**src/rtl/if_prefetch_queue.sv**
```systemverilog
// Instruction-fetch stage: issues sequential fetches into a small prefetch queue and
// presents the oldest {pc, inst} pair downstream; flushes on an EX redirect.
module if_prefetch_queue #(
   parameter int unsigned           ADDR_WIDTH = 32,
   parameter int unsigned           INST_WIDTH = 32,
   parameter int unsigned           DEPTH      = 4,
   parameter int unsigned           INST_BYTES = 4,
   parameter logic [ADDR_WIDTH-1:0] RESET_PC   = '0
) (
   input  logic                  clk_in,
   input  logic                  rst_in,
   input  logic                  pcJump_in,
   input  logic [ADDR_WIDTH-1:0] jumpTarget_in,
   input  logic                  MEM_MCAccess_in,
   input  logic                  MC_busy_in,
   input  logic                  instE_in,
   input  logic [INST_WIDTH-1:0] inst_in,
   input  logic                  stall_in,
   output logic                  MCE_out,
   output logic [ADDR_WIDTH-1:0] MCAddr_out,
   output logic [ADDR_WIDTH-1:0] pc_out,
   output logic [INST_WIDTH-1:0] inst_out,
   output logic                  instValid_out,
   output logic                  ifStall_out
);

   localparam int unsigned PtrW = $clog2(DEPTH);
   localparam int unsigned CntW = PtrW + 1;
   localparam logic [PtrW-1:0] PtrOne = PtrW'(1);
   localparam logic [CntW-1:0] CntOne = CntW'(1);
   localparam logic [CntW-1:0] CntFull = CntW'(DEPTH);

   typedef enum logic [1:0] {StIdle, StWait, StDrop} state_e;

   state_e                state_q;
   logic [ADDR_WIDTH-1:0] fetch_pc_q;
   logic [ADDR_WIDTH-1:0] mc_addr_q;
   logic                  mce_q;
   logic [CntW-1:0]       count_q;
   logic [PtrW-1:0]       head_q;
   logic [PtrW-1:0]       tail_q;

   logic [ADDR_WIDTH-1:0] pc_mem   [DEPTH];
   logic [INST_WIDTH-1:0] inst_mem [DEPTH];

   logic not_empty;
   logic do_push;
   logic do_pop;
   logic can_issue;

   assign not_empty = (count_q != '0);
   assign do_pop    = not_empty && !stall_in && !pcJump_in;
   assign do_push   = (state_q == StWait) && instE_in && !pcJump_in;
   assign can_issue = (count_q < CntFull) && !MEM_MCAccess_in && !MC_busy_in && !pcJump_in;

   always_ff @(posedge clk_in or negedge rst_in) begin
      if (!rst_in) begin
         state_q    <= StIdle;
         fetch_pc_q <= RESET_PC;
         mc_addr_q  <= '0;
         mce_q      <= 1'b0;
         count_q    <= '0;
         head_q     <= '0;
         tail_q     <= '0;
      end else if (pcJump_in) begin
         count_q    <= '0;
         head_q     <= '0;
         tail_q     <= '0;
         fetch_pc_q <= jumpTarget_in;
         mce_q      <= 1'b0;
         mc_addr_q  <= '0;
         // A request still in flight must have its response swallowed in StDrop.
         case (state_q)
            StWait:  state_q <= (MC_busy_in && !instE_in) ? StDrop : StIdle;
            StDrop:  state_q <= (instE_in || !MC_busy_in) ? StIdle : StDrop;
            default: state_q <= StIdle;
         endcase
      end else begin
         if (do_push) tail_q <= tail_q + PtrOne;
         if (do_pop)  head_q <= head_q + PtrOne;
         if (do_push && !do_pop) begin
            count_q <= count_q + CntOne;
         end else if (do_pop && !do_push) begin
            count_q <= count_q - CntOne;
         end
         case (state_q)
            StIdle: begin
               if (can_issue) begin
                  state_q   <= StWait;
                  mce_q     <= 1'b1;
                  mc_addr_q <= fetch_pc_q;
               end
            end
            StWait: begin
               if (instE_in) begin
                  state_q    <= StIdle;
                  fetch_pc_q <= fetch_pc_q + ADDR_WIDTH'(INST_BYTES);
                  mce_q      <= 1'b0;
                  mc_addr_q  <= '0;
               end
            end
            StDrop: begin
               if (instE_in || !MC_busy_in) state_q <= StIdle;
            end
            default: state_q <= StIdle;
         endcase
      end
   end

   // Queue storage needs no reset: entries are only visible while count_q covers them.
   always_ff @(posedge clk_in) begin
      if (do_push) begin
         pc_mem[tail_q]   <= fetch_pc_q;
         inst_mem[tail_q] <= inst_in;
      end
   end

   always_ff @(posedge clk_in) begin
      if (rst_in && do_push) begin
         push_not_full: assert (count_q < CntFull);
      end
   end

   assign MCE_out       = mce_q;
   assign MCAddr_out    = mc_addr_q;
   assign pc_out        = not_empty ? pc_mem[head_q] : '0;
   assign inst_out      = not_empty ? inst_mem[head_q] : '0;
   assign instValid_out = not_empty;
   assign ifStall_out   = !not_empty;

endmodule
```
**config.mk**
```make
export PLATFORM = sky130hd
export DESIGN_NAME = if_prefetch_queue
export DESIGN_NICKNAME = d
export VERILOG_FILES = /design/src/rtl/if_prefetch_queue.sv
export SDC_FILE = /design/constraint.sdc
export NUM_CORES = 1
export LEC_CHECK = 0
export ABC_AREA = 1
export BUFFER_PORTS_ARGS = -buffer_cell sky130_fd_sc_hd__buf_2
export CAP_MARGIN = 20
export CORE_MARGIN = 2
export CORE_UTILIZATION = 50
export CTS_CLUSTER_DIAMETER = 120
export DETAILED_ROUTE_END_ITERATION = 10
export PLACE_DENSITY_LB_ADDON = 0.2
export RECOVER_POWER = 25
export SLEW_MARGIN = 20
export SYNTH_ARGS = -nofsm -noshare
export SYNTH_HDL_FRONTEND = slang
export SYNTH_SLANG_ARGS = --single-unit
```
**constraint.sdc**
```tcl
create_clock -name clk_in -period 10.3 [get_ports clk_in]
set_clock_uncertainty 0.05 [all_clocks]
set_input_delay 0 -clock clk_in [delete_from_list [all_inputs] [get_ports clk_in]]
set_output_delay 0 -clock clk_in [all_outputs]
set_load 0.1 [all_outputs]
```
### Word-level counts from Yosys, hierarchy flattened

Memories as Yosys holds them, arrays and structs flattened.
Index checks and enable logic that the tools add are counted.

* add/sub/neg operators: 5
* multiply operators: 0
* div/mod/pow operators: 0
* order comparisons: 1
* eq/ne operators: 5
* shift-type cells: 0
* multiplexer cells: 30
* bitwise gates (word level): 0
* reduce and logical (&&, ||, !) cells: 30

Operator list (number)
* $mux 32: 8
* $pmux 32 s2: 1
* $add 32x3->32 const B: 1
* $mux 2: 10
* $logic_and 1x1->1: 10
* $mux 3: 3
* $ne 3x3->1 const B: 3
* $reduce_bool 3->1: 3
* $logic_not 1->1: 8
* $reduce_bool 2->1: 4
* $pmux 2 s3: 1
* $reduce_and 3->1: 2
* $mux 1: 5
* $add 2x1->2 const B: 2
* $pmux 2 s2: 1
* $add 3x1->3 const B: 1
* $lt 3x3->1 const B: 1
* $sub 3x1->3 const B: 1
* $eq 2x1->1 const B: 1
* $eq 2x2->1 const B: 1
* $logic_not 2->1: 1
* $pmux 1 s2: 1
* $reduce_and 2->1: 1
* $logic_or 1x1->1: 1

* register bits after elaboration: 74
* latch bits: 0
* RAM bits: 256
* bits in read-only memories: 0
* bits of input ports: 71
* output and inout bits: 99
* memories: 2

Memories
* inst_mem: words 4, bits a word 32, read ports 1, clocked after memory_dff 0, write ports 1, line 44 `logic [INST_WIDTH-1:0] inst_mem [DEPTH];`
* pc_mem: words 4, bits a word 32, read ports 1, clocked after memory_dff 0, write ports 1, line 43 `logic [ADDR_WIDTH-1:0] pc_mem [DEPTH];`

### Longest topological paths before layout

Gate-level depths: netlist of the first run.

* depth in word-level cells: 8
* mapped depth: 11

### Least setup slack after synthesis of the first run

OpenSTA, ideal clock, no wires.

* path kind: flip-flop to flip-flop
* start: register state_q[1]
* end: memory inst_mem[0][0] (enable)
* library setup time: 486 ps
* data arrival time: 3827 ps
* required time: 9764 ps
* slack: 5937 ps
* stages on the path, launching flop included: 7
* buffers on the path: 0
* cells stage by stage: dfrtp_1 inv_1 ha_1 nand2_2 nor2_4 inv_2 nor2_1

* word-level cells in the longest chain between the ends: 5

Ends and longest elaborated chain
* start: declaration: line 35 `state_e state_q;`
* start signal: assignment: line 58 `state_q <= StIdle;`
* start signal: assignment: line 74 `StWait: state_q <= (MC_busy_in && !instE_in) ? StDrop : StIdle;`
* start signal: assignment: line 75 `StDrop: state_q <= (instE_in || !MC_busy_in) ? StIdle : StDrop;`
* $eq 2x1->1: line 53 `assign do_push = (state_q == StWait) && instE_in && !pcJump_in;`
* $logic_and 1x1->1 (2 in a row): line 53
* $mux 1: line 112 `if (do_push) begin`
* $mux 1 (not written as such): line 114 `inst_mem[tail_q] <= inst_in;`
* end: declaration: line 44

Every way passes these cells.

### Worst setup path after layout of the first run

* start: register head_q[0]
* end: output pc_out[31]

* word-level cells in the longest chain between the ends: 2

Ends and longest elaborated chain
* start: declaration: line 40 `logic [PtrW-1:0] head_q;`
* start signal: assignment: line 80 `if (do_pop) head_q <= head_q + PtrOne;`
* $mem_v2 4x32
* $mux 32: line 126 `assign pc_out = not_empty ? pc_mem[head_q] : '0;`
* end: declaration: line 21 `output logic [ADDR_WIDTH-1:0] pc_out,`

Every way passes these cells.

==> summary.txt, run 1 <==
Post-DP Area: 15100 µm²
Final instance area: 16900 µm²
CTS max path bufs: 3
Place WS: 7.34 ns
Vert. Die Dim: 171 µm
Area Overhead vs Synth: 21.5%
Endpoints failing hold: 0
Post-synth top area share: 55.2%
Post-CTS setup buffers: 0
Crit path cell chain: clkinv_2 -> buf_4 -> o21ai_0 -> a21oi_1 -> buf_2
Final Worst Setup Slack: 6.87 ns
Hold WC Path Type: in2reg
Post-cts resize count: 0
CP delay by family, top: buffers and inverters
Die area: 29200 µm²
Post-synth EDFFs: 256
Max-Slew Margin vs Limit: -98.4%
Clk Latency, worst-skew pair: 0.51 ns
Sink Count: 330
Outcome: complete, but fails checks
CP Max Fanout: 84
Register bit count reported by yosys: 330
Power density over the cells: 312 nW/µm²
Via count: 10195
Synth cell types: 34
Crit path time final: 3.43 ns
CP max stage cell: buf_4
Tcrit/Tclk final: 33.3%
Starting density of the core: 50.4%
IO Pins: 170
CP startpoint kind: register
Final nets: 1643
Top cells by area, synth: edfxtp_1 (55%), dfrtp_1 (13%), nor2_1 (8.7%)
Post-DP HPWL: 18900 µm
GRT overflow: 0
Die Wd: 171 µm
Buffers & Inverters on Critical Path: 3
Initial antenna violation count: 0
Drt first pass iters: 5
Max Slew Vio Count: 54
Routability Congestion: 0.843
Synthesized area: 13900 µm²
Max-capacitance violation count: 1
Final setup viols: 0
Pleak: 6.72 nW
Global-route wire length before repair: 52100 µm
Critical Path AT: 3.38 ns
Ys flop type: edfxtp_1
Num CTS Buffers: 35
Vias in the first global route: 9850
Ys async rst share: 22.4%
Sequential share of the synthesized area: 68.5%
Root Driver: clkbuf_16
Violated checks: max-capacitance violations, max-slew violations
Mean area per synthesized cell: 10.5 µm²
# rows: 61
CP Class: reg2out
Via density: 5.20
Largest net degree at the start of global routing: 93
Cell count after synthesis: 1330
Worst vdd ir: 0.198 mV
Final WL: 33300 µm
Crit path capture type: output pin
Critical Path RT: 10.25 ns
Post-synth top area cell: edfxtp_1
Drt wl/cell: 17.0 µm
Synth warnings: 0
Final setup TNS: 0 ns
Clk slew on worst S/H paths: 0.06 ns
Share of cells above drive strength 1: 13.3%
RSZ-0062 raised after global routing: false
# diodes: 0
# DRC: 0
Final ANT Viol Nets: 0
Core ar.: 27600 µm²
H-tree depth: 2
CP peak stage delay: 0.70 ns
Final core utilization: 61.2%
CTS tree: built
F_max: 292 MHz
First DRT Iteration DRCs: 823
Tightest Pin Transition: 2.98 ns
Total track usage: 23.0%
Mapped Nets: 1410
# port buffers: 169
[synthesized netlist by cell type, types with 2 or more instances]
cell type,instances
nor2_1,323
edfxtp_1,256
nand2_1,246
o21ai_0,146
dfrtp_1,74
a21oi_1,73
inv_1,54
nand3_1,42
clkbuf_1,28
buf_2,20
buf_1,13
ha_1,8
xor2_1,7
nand4_1,5
o21bai_1,5
xnor2_1,5
buf_6,3
inv_2,3
o211ai_1,3
buf_4,2
[through the flow]
| stage | std cells | hold WS, ns | total power [W] |
|---|---|---|---|
| CTS | 1959 | 0.0165 | 0.00530 |
| global route | 1960 | 0.0493 | 0.00549 |
| global placement | 1822 | -0.139 | 0.00407 |
| detailed placement | 1822 | -0.139 | 0.00409 |
| floorplan | 1330 | -0.346 | 0.00368 |
| finish | 1960 | 0.0347 | 0.00527 |
[where the power goes]
group / switching, W / total (W) / internal [W]
sequential: 0.000128 / 0.00171 / 0.00158
clock: 0.000483 / 0.00119 / 0.000707
combinational: 0.00202 / 0.00237 / 0.000349
total: 0.00263 / 0.00527 / 0.00264
[path summary, 6_finish.rpt]
kind,slack [ns],endpoint,startpoint,cells after the start
hold / removal,0.03,fetch_pc_q[19],pcJump_in,3
max in group asynchronous,6.93,head_q[0],rst_in,3
setup reg to reg,7.32,pc_mem[1][14],state_q[1],7
hold reg to reg,0.42,MCAddr_out[26],MCAddr_out[26],2
setup / recovery,6.87,pc_out[31],head_q[0],5
min in group asynchronous,0.80,fetch_pc_q[25],rst_in,3
[worst min-delay path: stages]
cell and delay, ns:
buf_2 0.29, nand2_1 0.18, nand3_1 0.07
[what timing repair did]
| action | in CTS | in global routing |
|---|---|---|
| hold buffers | 81 | 0 |
| endpoints found under the hold margin | 238 | 0 |
| setup endpoints to repair | 0 | 0 |
[area by class of cell]
class,instances,area (µm²)
Multi-Input combinational cell,877,3900
Fill cell,2271,10700
Inverter,57,215
Timing Repair Buffer,262,1710
Clock buffer,43,958
Clock inverter,13,119
Sequential cell,330,9540
Tap cell,378,473
[state kept, by name, summed over array words and instances, names as in the netlist]
name and cells:
inst_mem 128, pc_mem 128, MCAddr_out 32, fetch_pc_q 32, count_q 3, head_q 2, state_q 2, tail_q 2
MCE_out 1
[placed cells by master, fill, tap and decap left out, types with 2 or more instances in the layout]
cell           Yosys  routed
dfrtp_1           74      72
nand4_1            5       5
edfxtp_1         256     256
nand3_1           42      42
o21ai_0          146     146
bufinv_16          0       2
nand2_1          246     246
clkinvlp_4         0       2
clkinv_2           0       5
a21oi_1           73      73
clkinv_1           0       4
ha_1               8       8
clkbuf_16          0      37
inv_2              3       4
o21bai_1           5       5
xor2_1             7       7
buf_4              2      10
nor2_4             1       5
o211ai_1           3       3
nor2_1           323     319
dlygate4sd3_1      0      81
inv_1             54      52
buf_2             20     136
clkbuf_1          28      39
xnor2_1            5       5
[layer usage]
| metal | global-route usage (%) | wire length (µm) | vias to the layer above | share of wire, % |
|---|---|---|---|---|
| met2 | 39.0 | 16100 | 291 | 48 |
| met3 | 3.28 | 1780 | 54 | 5.4 |
| li1 | - | - | 4946 | - |
| met1 | 31.2 | 14700 | 4904 | 44 |
| met4 | 6.74 | 706 | 0 | 2.1 |
| met5 | 0 | 0 | - | 0 |
[cell families after synthesis]
family / Yosys count / share of synthesized area, %
AOI/OAI and AO/OA: 233 / 8.63
buffers and inverters: 123 / 3.71
adders and majority gates: 9 / 0.862
DFF: 330 / 68.5
and+or+nand+nor: 623 / 17.6
xor gates and xnor gates: 12 / 0.755
(Power assumes the default switching activity.)
==> inputs of run 2 (changes only) <==
==> constraint.sdc (replaced) <==
create_clock -name clk_in -period 3.4 [get_ports clk_in]
set_clock_uncertainty 0.05 [all_clocks]
set_input_delay 0 -clock clk_in [delete_from_list [all_inputs] [get_ports clk_in]]
set_output_delay 0 -clock clk_in [all_outputs]
set_load 0.1 [all_outputs]
==> run 2 against run 1 <==
The flow now finishes without violations. Sequential cell count unchanged. Sequential power grew to 3.0 times the previous value. Largest power group unchanged. Die area is the same. Setup slack worse by 6.5 ns. Final area rose by 1.0%. Final cell count grew 0.41%.
==> summary.txt, run 2 (synthesized netlist as in run 1, its figures left out) <==
Outcome: finished, final reports clean
# rows: 61 (unchanged)
Vias in the first global route: 9939 (+0.90%)
Commonest non-fill, non-tap cell in the layout: nor2_1
Initial antenna violation count: 0 (unchanged)
Post-cts resize count: 0 (unchanged)
Drt first pass iters: 5 (unchanged)
Clk Latency, worst-skew pair: 0.51 ns (about the same)
Final ANT Viol Nets: 0 (unchanged)
Tightest Pin Transition: 0.967 ns (-2.01 ns)
Multi-input gate area: 3920 µm² (+0.42%)
Buffers & Inverters on Critical Path: 3 (unchanged)
Max Slew Vio Count: 0 (-100%)
Die area: 29200 µm² (unchanged)
# diodes: 0 (unchanged)
Place WS: 0.832 ns (-6.51 ns)
CTS tree: built
CP Class: reg2out
Endpoints failing hold: 0 (unchanged)
Total track usage: 22.3% (-0.77 points)
CP peak stage delay: 0.74 ns (+0.04 ns)
Critical Path RT: 3.35 ns (-6.90 ns)
H-tree depth: 2 (unchanged)
Worst vdd ir: 0.613 mV (+210%)
Post-DP HPWL: 19400 µm (+2.7%)
Hold WS: 0.0511 ns (+0.0164 ns)
Share of cells above drive strength 1: 13.9% (+0.56 points)
Die Wd: 171 µm (unchanged)
Sink Count: 330 (unchanged)
Area Overhead vs Synth: 22.7%
Final nets: 1645 (+0.12%)
Largest net degree at the start of global routing: 75 (-19%)
Via density: 5.17 (-0.65%)
Crit path capture type: output pin
Global-route wire length before repair: 50600 µm (-3.0%)
CTS max path bufs: 3 (unchanged)
# DRC: 0 (unchanged)
Hold WC Path Type: in2reg
CP max stage cell: clkinv_2
Register area: 9540 µm² (unchanged)
Final Worst Setup Slack: 0.334 ns (-6.54 ns)
Core ar.: 27600 µm² (unchanged)
Starting density of the core: 50.4% (unchanged)
First DRT Iteration DRCs: 882 (+7.2%)
Pleak: 6.79 nW (+1.1%)
CP startpoint kind: register
Vert. Die Dim: 171 µm (unchanged)
Power density over the cells: 943 nW/µm² (+200%)
Clk slew on worst S/H paths: 0.06 ns (about the same)
Via count: 10170 (-0.25%)
Max-capacitance violation count: 0 (-1)
Num CTS Buffers: 34 (-2.9%)
RSZ-0062 raised after global routing: false
CP delay by family, top: buffers and inverters
Drt wl/cell: 16.3 µm (-4.0%)
Crit path time final: 3.07 ns
Final setup viols: 0 (unchanged)
Commonest cells after routing, fill and taps aside: nor2_1 (319), edfxtp_1 (256), nand2_1 (246), o21ai_0 (146), buf_2 (136)
Max-Slew Margin vs Limit: 35.5% (+130 points)
Final instance area: 17100 µm² (+1.0%)
IO Pins: 170 (unchanged)
Pwr Total: 0.0161 W (+210%)
GRT overflow: 0 (unchanged)
Routability Congestion: 0.880 (+4.4%)
Tcrit/Tclk final: 90.2%
F_max: 326 MHz
Critical Path AT: 3.02 ns (-0.36 ns)
# fillers: 2252 (-0.84%)
Root Driver: clkbuf_16
# port buffers: 169 (unchanged)
Largest regs: inst_mem: 128 flops, pc_mem: 128 flops
Post-DP Area: 15200 µm² (+0.76%)
Final WL: 32100 µm (-3.6%)
CP Max Fanout: 67 (-20%)
Crit path cell chain: clkinv_2 -> buf_12 -> o21ai_0 -> a21oi_2 -> buf_2
Final core utilization: 61.9% (+0.62 points)
## run 2: cell types whose count changed in the layout (fill, tap and decap cells not counted), sizes merged
cell / change
buf: +4
clkinvlp: -2
clkinv: +8
bufinv: +3
dlygate4sd3: +1
clkbuf: -6
## run 2: power breakdown
group	switching [W]	internal, W
Sequential	0.000376	0.00479
Clock	0.00147	0.00228
Combinational	0.00610	0.00110
Total	0.00794	0.00818
## run 2: worst paths after layout
kind / endpoint / startpoint / slack (ns) / cells after the start
min reg2reg: MCAddr_out[28] / MCAddr_out[28] / 0.42 / 2
max reg2reg: inst_mem[1][9] / state_q[1] / 0.84 / 7
max: inst_out[22] / head_q[0] / 0.33 / 5
min in group asynchronous: MCAddr_out[31] / rst_in / 0.14 / 2
max in group asynchronous: head_q[0] / rst_in / 2.43 / 2
min: fetch_pc_q[4] / pcJump_in / 0.05 / 3
## run 2: metrics by stage
| stage | setup TNS [ns] | cells |
|---|---|---|
| 6_report | 0 | 1968 |
| 5_1_grt | 0 | 1968 |
| 4_1_cts | 0 | 1968 |
| 3_5_place_dp | 0 | 1825 |
| 3_3_place_gp | 0 | 1825 |
| 2_1_floorplan | -246.55 | 1330 |
## run 2: repair_timing
item	4_1_cts	5_1_grt
buffers inserted	0	0
hold endpoints to repair	238	0
setup endpoints to repair	0	0
hold buffers	82	0
## run 2: area by class of cell
type | count | share of cell area (%)
Tap cell | 378 | 2.77
Timing Repair Buffer | 265 | 10.6
Sequential cell | 330 | 55.8
Clock buffer | 39 | 5.27
Clock inverter | 22 | 1.35
Multi-Input combinational cell | 877 | 22.9
Inverter | 57 | 1.26
## run 2: worst min-delay path: cells and delay by family
| family | cells | cell delay [ns] |
|---|---|---|
| AO/OA/AOI/OAI | 1 | 0.09 |
| buffers and inverters | 1 | 0.28 |
| AND/OR/NAND/NOR | 1 | 0.17 |
## run 2: per-layer routing
metal	part of all wire (%)	up-vias	track usage, %
li1	-	4954	-
met1	43	4856	29.2
met2	49	304	38.3
met3	5.1	56	3.17
met4	2.8	0	7.44
met5	0	-	0
==> inputs of run 3 (changes only) <==
--- a/config.mk
+++ b/config.mk
@@ -6,10 +6,12 @@
 export NUM_CORES = 1
 export LEC_CHECK = 0
 export ABC_AREA = 1
+export ABC_CLOCK_PERIOD_IN_PS = 3400
 export BUFFER_PORTS_ARGS = -buffer_cell sky130_fd_sc_hd__buf_2
 export CAP_MARGIN = 20
 export CORE_MARGIN = 2
 export CORE_UTILIZATION = 50
+export CTS_BUF_LIST = sky130_fd_sc_hd__clkbuf_2
 export CTS_CLUSTER_DIAMETER = 120
 export DETAILED_ROUTE_END_ITERATION = 10
 export PLACE_DENSITY_LB_ADDON = 0.2
==> run 3 against run 2 <==
The run now ends with max-capacitance violations, max-slew violations left. Sequential power about the same. Clock power is 28% lower. First-iteration DRC count shrank 17%. Global-route usage grew 2.2 points. Critical path depth increased by 6. Routed wire length is 10% higher. Final area increased by 4.9%. Register-to-register slack lost 0.64 ns. Power down 4.9%. Sequential share of layout area is 2.6 points lower. Combinational power is 3.3% higher. Critical endpoint is now fetch_pc_q[18].
==> summary.txt, run 3 (synthesized netlist as in run 1, its figures left out) <==
Tcrit/Tclk final: 94.2% (+4.0 points)
Max-Slew Margin vs Limit: -27.9% (-63 points)
Wl on met1: 14500 µm (+3.8%)
Vias in the first global route: 11192 (+13%)
H-tree depth: 3 (+1)
Routability Congestion: 0.880 (unchanged)
Final setup viols: 0 (unchanged)
Endpoints failing hold: 0 (unchanged)
CTS tree: built
RSZ-0062 raised after global routing: false
Hold WC Path Type: in2reg
Critical Path RT: 4.07 ns (+0.72 ns)
Final WL: 35300 µm (+10%)
Violated checks: max-capacitance violations, max-slew violations
Metal3 WL: 2230 µm (+35%)
CP Max Fanout: 17 (-75%)
Largest regs: inst_mem: 128 flops, pc_mem: 128 flops
Largest net degree at the start of global routing: 75 (unchanged)
Final core utilization: 64.9% (+3.0 points)
Via count: 11154 (+9.7%)
Pleak: 7.36 nW (+8.3%)
Die Wd: 171 µm (unchanged)
Commonest non-fill, non-tap cell in the layout: nor2_1
Hold WS: 0.136 ns (+0.0850 ns)
Clk slew on worst S/H paths: 0.10 ns (+0.04 ns)
CP startpoint kind: register
Clk Latency, worst-skew pair: 0.85 ns (+0.34 ns)
# port buffers: 169 (unchanged)
Post-DP Area: 15200 µm² (unchanged)
First DRT Iteration DRCs: 736 (-17%)
Area Overhead vs Synth: 28.7%
Comb pwr share: 48.6% (+3.9 points)
Sink Count: 330 (unchanged)
Drt first pass iters: 5 (unchanged)
Sw power: 0.00810 W (+1.9%)
Initial antenna violation count: 1 (+1)
Placed Cells: 1825 (unchanged)
Crit path capture type: register
CP Class: reg2reg
Max Slew Vio Count: 75 (+75)
Root Driver: clkbuf_2
Met2 wire length: 17500 µm (+12%)
Num CTS Buffers: 83 (+140%)
Drt wl/cell: 16.4 µm (+0.26%)
Net Sw Frac: 52.8% (+3.6 points)
Via density: 5.17 (about the same)
Critical Path AT: 3.87 ns (+0.85 ns)
CTS max path bufs: 3 (unchanged)
GRT overflow: 0 (unchanged)
# rows: 61 (unchanged)
Final nets: 1810 (+10%)
Clock network fraction of total power: 17.7% (-5.5 points)
Core ar.: 27600 µm² (unchanged)
Die area: 29200 µm² (unchanged)
Post-DP HPWL: 19400 µm (unchanged)
Register share of total power: 33.8% (+1.7 points)
Vert. Die Dim: 171 µm (unchanged)
Power density over the cells: 855 nW/µm² (-9.3%)
Final instance area: 17900 µm² (+4.9%)
Tightest Pin Transition: 1.92 ns (+0.951 ns)
Crit path time final: 3.20 ns (+0.136 ns)
Outcome: complete, but fails checks
F_max: 312 MHz (-4.3%)
Starting density of the core: 50.4% (unchanged)
Total track usage: 24.5% (+2.2 points)
# DRC: 0 (unchanged)
Internal power: 0.00723 W (-12%)
# fillers: 2166 (-3.8%)
Share of cells above drive strength 1: 18.8% (+4.9 points)
Pwr Total: 0.0153 W (-4.9%)
Commonest cells after routing, fill and taps aside: nor2_1 (319), edfxtp_1 (256), nand2_1 (246), dlygate4sd3_1 (193), buf_2 (168)
Top Layer Used: met4
Max-capacitance violation count: 1 (+1)
IO Pins: 170 (unchanged)
Global-route wire length before repair: 55500 µm (+9.7%)
Worst vdd ir: 0.598 mV (-2.5%)
Non-Filler Instances: 2159 (+9.7%)
Final ANT Viol Nets: 0 (unchanged)
## run 3: cell count changes in the layout (fill, tap and decap cells not counted), moves of 2 or more
cell,before,now
buf_2,136,168
buf_4,9,12
clkbuf_1,35,0
clkbuf_16,35,0
clkbuf_2,0,111
clkinv_1,9,11
clkinv_2,7,5
clkinvlp_4,0,4
dlygate4sd3_1,82,193
inv_2,4,6
## run 3: final timing paths
check | from | to | slack (ns) | cells past startpoint
worst min register to register | MCAddr_out[28] | MCAddr_out[28] | 0.43 | 2
worst min-delay path | jumpTarget_in[7] | fetch_pc_q[7] | 0.14 | 4
min in group asynchronous | rst_in | MCAddr_out[22] | 0.79 | 4
max in group asynchronous | rst_in | head_q[0] | 1.05 | 4
worst max register to register | state_q[1] | fetch_pc_q[18] | 0.20 | 11
worst max-delay path | state_q[1] | fetch_pc_q[18] | 0.20 | 11
## run 3: layout make-up
type | count | area (µm²) | area share [%]
sequential | 330 | 9540 | 53.2
multi-input combinational | 877 | 3920 | 21.9
timing repair buffer | 381 | 3000 | 16.7
clock buffer | 110 | 551 | 3.07
tap | 378 | 473 | 2.64
inverter | 57 | 223 | 1.24
clock inverter | 25 | 216 | 1.21
antenna | 1 | 2.50 | 0.0140
## run 3: repair_timing
item / 4_1_cts / 5_1_grt
resized for setup: 1 / 1
endpoints found under the hold margin: 276 / 0
buffers inserted: 0 / 4
setup endpoints to repair: 32 / 1
hold buffers: 194 / 0
## run 3: power groups by stage
| stage | combinational (W) | clock, W | sequential, W |
|---|---|---|---|
| after detailed placement | 0.00716 | 0 | 0.00524 |
| final | 0.00744 | 0.00271 | 0.00517 |
| after CTS | 0.00741 | 0.00279 | 0.00516 |
| after global routing | 0.00780 | 0.00303 | 0.00522 |
| after global placement | 0.00711 | 0 | 0.00523 |
| after floorplan | 0.00492 | 0 | 0.00623 |
## run 3: per-layer routing
metal / vias to the layer above / GRT usage [%]
li1: 5335 / -
met1: 5304 / 29.8
met2: 425 / 42.5
met3: 90 / 4.67
met4: 0 / 11.1
met5: - / 0
## run 3: worst max-delay path: stages (launching register included)
cell           delay, ns
dfrtp_1             0.39
inv_1               0.11
ha_1                0.37
nand2_2             0.22
nand2_1             0.10
buf_4               0.22
clkinvlp_4          0.22
a22o_1              0.21
dlygate4sd3_1       0.55
inv_1               0.07
nand2_1             0.05
dlygate4sd3_1       0.55
## run 3: per-stage QoR
step | worst slack, ns | setup TNS, ns
6_report | 0.198 | 0
5_1_grt | 0.0105 | 0
4_1_cts | 0.151 | 0
3_5_place_dp | 0.832 | 0
3_3_place_gp | 0.885 | 0
2_1_floorplan | -0.963 | -246.55
